--- config.mk ---
export PLATFORM = sky130hd
export DESIGN_NAME = pwm_fade_sequencer
export DESIGN_NICKNAME = d
export VERILOG_FILES = /design/src/rtl/pwm_fade_sequencer.sv
export SDC_FILE = /design/constraint.sdc
export NUM_CORES = 1
export LEC_CHECK = 0
export CORE_MARGIN = 5
export CORE_UTILIZATION = 61
export CTS_BUF_LIST = sky130_fd_sc_hd__clkbuf_16
export DETAILED_ROUTE_END_ITERATION = 10
export GPL_ROUTABILITY_DRIVEN = 1
export PLACE_DENSITY = 0.84
export SLEW_MARGIN = 20
export SYNTH_ARGS = -nofsm -noshare
export SYNTH_HDL_FRONTEND = slang
export SYNTH_SLANG_ARGS = --single-unit
--- constraint.sdc ---
create_clock -name clk -period 3.38 [get_ports clk]
set_input_delay 0.676 -clock clk [delete_from_list [all_inputs] [get_ports clk]]
set_output_delay 0.676 -clock clk [all_outputs]
set_load 0.05 [all_outputs]
--- src/rtl/pwm_fade_sequencer.sv ---
// pwm_fade_sequencer: time-shared breathing fade (ramp up, hold, ramp down) run on NCH channels in round-robin order.
// Latency: pwm_out is registered one clock after the cnt/duty/state that produce it; busy/active_ch/cycle_done update with the FSM.
// Backpressure: none; en is a level run request, and dropping it ends the current fade with a ramp down rather than a cut.
//
// Ports:
//   clk         system clock, rising edge
//   rst         asynchronous active-low reset
//   en          run request, sampled every clock
//   pwm_out     registered PWM outputs, bit i drives channel i
//   active_ch   index of the channel currently fading
//   busy        high whenever the sequencer is not idle
//   cycle_done  one-clock pulse while the last channel sits in its hand-over clock

module pwm_fade_sequencer #(
    parameter int RESOLUTION  = 8,
    parameter int DVSR        = 488,
    parameter int GRAD_THRESH = 250_000,
    parameter int HOLD_STEPS  = 64,
    parameter int NCH         = 3
) (
    input  logic                    clk,
    input  logic                    rst,
    input  logic                    en,
    output logic [NCH-1:0]          pwm_out,
    output logic [$clog2(NCH)-1:0]  active_ch,
    output logic                    busy,
    output logic                    cycle_done
);

    localparam int CW = $clog2(NCH);
    localparam int PW = (DVSR > 1)        ? $clog2(DVSR)        : 1;
    localparam int GW = (GRAD_THRESH > 1) ? $clog2(GRAD_THRESH) : 1;
    localparam int HW = (HOLD_STEPS > 1)  ? $clog2(HOLD_STEPS)  : 1;

    localparam logic [RESOLUTION-1:0] DUTY_MAX  = '1;
    localparam logic [PW-1:0]         PSC_LAST  = PW'(DVSR - 1);
    localparam logic [GW-1:0]         GRAD_LAST = GW'(GRAD_THRESH - 1);
    localparam logic [HW-1:0]         HOLD_LAST = HW'(HOLD_STEPS - 1);
    localparam logic [CW-1:0]         LAST_CH   = CW'(NCH - 1);

    typedef enum logic [2:0] {
        IDLE,
        RAMP_UP,
        HOLD,
        RAMP_DOWN,
        NEXT
    } state_t;

    state_t                 state;
    logic [PW-1:0]          psc;
    logic [RESOLUTION-1:0]  cnt;
    logic [RESOLUTION-1:0]  duty;
    logic [GW-1:0]          grad;
    logic [HW-1:0]          hold_cnt;
    logic                   tick;
    logic                   fading;
    logic                   step;

    assign tick   = (psc == PSC_LAST);
    assign fading = (state == RAMP_UP) || (state == HOLD) || (state == RAMP_DOWN);
    // The gradient timer only advances while fading, so step cannot fire in IDLE/NEXT.
    assign step   = fading && (grad == GRAD_LAST);

    // Shared prescaler and PWM counter: free-running from reset, independent of en.
    always_ff @(posedge clk or negedge rst) begin
        if (!rst) begin
            psc <= '0;
            cnt <= '0;
        end else begin
            psc <= tick ? '0 : psc + 1'b1;
            if (tick) begin
                cnt <= cnt + 1'b1;
            end
        end
    end

    // Fade sequencer. The gradient timer restarts from 0 on every state entry:
    // step-driven transitions get that from the wrap, en-driven ones force it.
    always_ff @(posedge clk or negedge rst) begin
        if (!rst) begin
            state      <= IDLE;
            duty       <= '0;
            grad       <= '0;
            hold_cnt   <= '0;
            active_ch  <= '0;
            busy       <= 1'b0;
            cycle_done <= 1'b0;
        end else begin
            cycle_done <= 1'b0;
            grad       <= (fading && !step) ? grad + 1'b1 : '0;

            case (state)
                IDLE: begin
                    duty <= '0;
                    if (en) begin
                        state     <= RAMP_UP;
                        active_ch <= '0;
                        busy      <= 1'b1;
                    end
                end

                RAMP_UP: begin
                    // Losing en takes priority over a coincident step: duty is kept as-is.
                    if (!en) begin
                        state <= RAMP_DOWN;
                        grad  <= '0;
                    end else if (step) begin
                        if (duty == DUTY_MAX) begin
                            state    <= HOLD;
                            hold_cnt <= '0;
                        end else begin
                            duty <= duty + 1'b1;
                        end
                    end
                end

                HOLD: begin
                    if (!en) begin
                        state <= RAMP_DOWN;
                        grad  <= '0;
                    end else if (step) begin
                        if (hold_cnt == HOLD_LAST) begin
                            state <= RAMP_DOWN;
                        end else begin
                            hold_cnt <= hold_cnt + 1'b1;
                        end
                    end
                end

                RAMP_DOWN: begin
                    // en is ignored here so a fade already heading down always completes.
                    if (step) begin
                        if (duty == '0) begin
                            state      <= NEXT;
                            cycle_done <= (active_ch == LAST_CH);
                        end else begin
                            duty <= duty - 1'b1;
                        end
                    end
                end

                NEXT: begin
                    // Single hand-over clock with duty 0, keeping channel changes glitch-free.
                    if (en) begin
                        state     <= RAMP_UP;
                        active_ch <= (active_ch == LAST_CH) ? '0 : active_ch + 1'b1;
                    end else begin
                        state     <= IDLE;
                        active_ch <= '0;
                        busy      <= 1'b0;
                    end
                end

                default: begin
                    state <= IDLE;
                    duty  <= '0;
                    busy  <= 1'b0;
                end
            endcase
        end
    end

    // Only the active channel can be driven, and only while a fade is in progress.
    always_ff @(posedge clk or negedge rst) begin
        if (!rst) begin
            pwm_out <= '0;
        end else begin
            for (int i = 0; i < NCH; i++) begin
                pwm_out[i] <= fading && (active_ch == CW'(i)) && (cnt < duty);
            end
        end
    end

endmodule

==> impl_metrics.env <==
export IMPL_dieArea_mm2=0.006740
export IMPL_critPathMaxStageDelay_ps=590
export IMPL_dieHeight_um=82.10
export IMPL_antenna_cells=0
export IMPL_ys_ff_latch=59
export IMPL_worstMarginPinSlew_ps=998.0
export IMPL_antenna_found_initial=0
export IMPL_p_leak_nw=1.608
export IMPL_cts_post_setup_buffers_inserted=0
export IMPL_initial_core_util=0.6248
export IMPL_rsz0062_at_grt="false"
export IMPL_first_global_vias=2339
export IMPL_synth_area_per_cell_um2=9.696
export IMPL_dr_pass1_iters=4
export IMPL_area_growth_pct=13.14
export IMPL_syn_cell_area_mm2=0.003171
export IMPL_via_per_inst=5.737
export IMPL_cts_sinks=59
export IMPL_yosys_cell_count_top_type="dfrtp_1"
export IMPL_dieWidth_um=82.10
export IMPL_path_class="reg2reg"
export IMPL_finalSetupViolations=0
export IMPL_vdd_drop_max_uv=666.3
export IMPL_fin_crit_sh=0.8916
export IMPL_detail_route_iter0_violations=132
export IMPL_crit_path_end="duty[7]"
export IMPL_synth_compound_gate_area_share=0.1156
export IMPL_rr_endpoint="duty[7]"
export IMPL_synth_top_family_by_area="simple AND/OR/NAND/NOR gates"
export IMPL_vias=2381
export IMPL_hold_buffers=0
export IMPL_grt_max_degree=60
export IMPL_cp_cell_sequence="nand2_1 -> nor2_1 -> ha_1 -> a21oi_1 -> o211ai_1 -> o41ai_1 -> xor2_1 -> or4_1 -> o21ai_0"
export IMPL_slew_violations=0
export IMPL_ctsResizeCount=0
export IMPL_place_hpwl_mm=4.097
export IMPL_hold_viol=0
export IMPL_post_drt_wl_per_cell_um=14.54
export IMPL_holdCritPathClass="reg2reg"
export IMPL_p_per_area_mw_per_mm2=757.2
export IMPL_synth_edf_count=0
export IMPL_timing_fmax_mhz=331.8
export IMPL_io_pins=10
export IMPL_cts_inserted_buffers=9
export IMPL_final_nets=363
export IMPL_cp_end_kind="flip-flop"
export IMPL_clk_path_buf_depth=2
export IMPL_synth_area_leaders="dfrtp_1, ha_1, xor2_1"
export IMPL_yosysUniqueCellTypes=42
export IMPL_worstSetupStartpointType="flip-flop"
export IMPL_synthCells=327
export IMPL_maxCapViolCount=0
export IMPL_synthArstFlopShare=1.000
export IMPL_synth_flop_cell="dfrtp_1"
export IMPL_cts_root_buf="clkbuf_16"
export IMPL_fin_worst_skew_ps=6.074
export IMPL_rows=26
export IMPL_place_area_mm2=0.003337
export IMPL_grt_usage=0.2076
export IMPL_cpMaxStageDelayCell="dfrtp_1"
export IMPL_reg2reg_depth=9
export IMPL_path_max_fanout=12
export IMPL_outcome="finished clean"
export IMPL_clkTransAtPathRegs_ps=50
export IMPL_crit_arrival_ps=3250
export IMPL_critPathRequiredTime_ps=3620
export IMPL_routed_wl_mm=6.036
export IMPL_yosysTopAreaCell="dfrtp_1"
export IMPL_grt_ovfl_total=0
export IMPL_cts_tree="built"
export IMPL_grt_pass1_wl_mm=10.52
export IMPL_synth_nets=348
export IMPL_core_mm2=0.005075
export IMPL_portBuffers=9
export IMPL_muxShareOfSynthArea=0.007103
export IMPL_synthAdderAreaFrac=0.07340
export IMPL_rrSetupSlack_ps=370
export IMPL_crit_start="state[1]"
export IMPL_synth_xor_area_share=0.09669
export IMPL_synth_top_area_frac=0.4657
export IMPL_final_area_mm2=0.003587
export IMPL_n_fill_cell=400
export IMPL_relSlewSlack=0.3347
export IMPL_synth_warning_count=0
export IMPL_r2r_start="state[1]"
export IMPL_antenna_left=0
export IMPL_yosysSeqAreaShare=0.4657
export IMPL_synth_top_cells_by_count="dfrtp_1, nor2_1, nand2_1"
export IMPL_drive_gt1_frac=0.06957
export IMPL_totalNegativeSetupSlack_ps=0
export IMPL_h_tree_depth=3
export IMPL_synth_simple_gate_area_frac=0.2147
export IMPL_clk_latency_ps=330
export IMPL_drc=0
export IMPL_min_period_ps=3014
export IMPL_gp_congestion=0.8788
## layout by cell type, fill, tap and decap left out, types with 2 or more instances in the layout
cell / n
a21oi_1: 13
clkdlybuf4s50_1: 8
xnor2_1: 15
nor4b_1: 3
or4_1: 3
or2_2: 2
and3_1: 6
o21ai_0: 20
a21o_1: 3
mux2_2: 2
nand4_1: 10
o31ai_1: 8
o211ai_1: 2
and2_1: 2
nand3_1: 16
buf_4: 4
xor2_1: 20
nor3_1: 4
clkinv_2: 2
nand2b_1: 4
or3_1: 2
dfrtp_1: 59
o41ai_1: 2
clkbuf_16: 9
and4_1: 4
inv_1: 15
nand2_1: 32
nor2_1: 41
ha_1: 17
## worst min-delay path by stage
stage	startpoint	end	slack (ps)	cells after the start
2_1_floorplan	rst	active_ch[0]	380	0
3_3_place_gp	grad[0]	grad[0]	450	1
3_5_place_dp	grad[0]	grad[0]	460	1
4_1_cts	grad[0]	grad[0]	470	1
5_1_grt	grad[0]	grad[0]	500	1
6_report	grad[0]	grad[0]	460	1
## layer usage
metal,share of wire,global-route usage,up-vias
li1,-,-,1181
met1,0.47,0.2726,1155
met2,0.47,0.3223,37
met3,0.047,0.07701,8
met4,0.012,0.06146,0
met5,0,0,-
## worst max-delay path, delay by kind of cell, from the launching register on
kind,cells,cell delay [ps]
fa+ha+maj,1,350
xor+xnor,1,120
flops,1,590
simple gates,3,1110
compound gates,4,760
## sequential cells by signal, summed over array words and instances (netlist names)
signal	cells
cycle_done	1
grad	18
duty	8
active_ch	2
state	3
psc	9
hold_cnt	6
pwm_out	3
cnt	8
busy	1
## report_power, final
part / internal [mW] / leakage [nW] / total [mW] / switching, mW
Combinational: 0.387 / 0.690 / 1.02 / 0.630
Clock: 0.478 / 0.130 / 0.781 / 0.304
Sequential: 0.797 / 0.788 / 0.918 / 0.121
Total: 1.66 / 1.61 / 2.72 / 1.05
## per-stage QoR
step           utilization  worst slack [ps]  hold slack [ps]  instances  power [mW]
5_1_grt             0.7069             57.51            497.1        415       2.892
6_report            0.7069             366.4            462.5        415       2.716
2_1_floorplan            -             642.3            380.4        327       1.699
4_1_cts             0.7069             400.5            465.6        415       2.726
3_3_place_gp        0.6575             575.1            447.3        401       1.905
3_5_place_dp        0.6575             459.2            459.1        401       1.936
## cells by family after synthesis
family,count (synthesis)
simple gates,136
flops,59
compound gates,55
xor+xnor,35
buf+inv,22
fa+ha+maj,18
mux,2
## area by class of cell
type,count,area (um^2),share of cell area
Multi-Input combinational cell,246,1609,0.4486
Sequential cell,59,1476,0.4116
Clock buffer,9,225.2,0.06278
Timing Repair Buffer,13,115.1,0.03209
Tap cell,70,87.58,0.02442
Inverter,13,48.80,0.01360
Clock inverter,5,25.02,0.006976
Note: power is estimated with default switching activity, not from simulation.
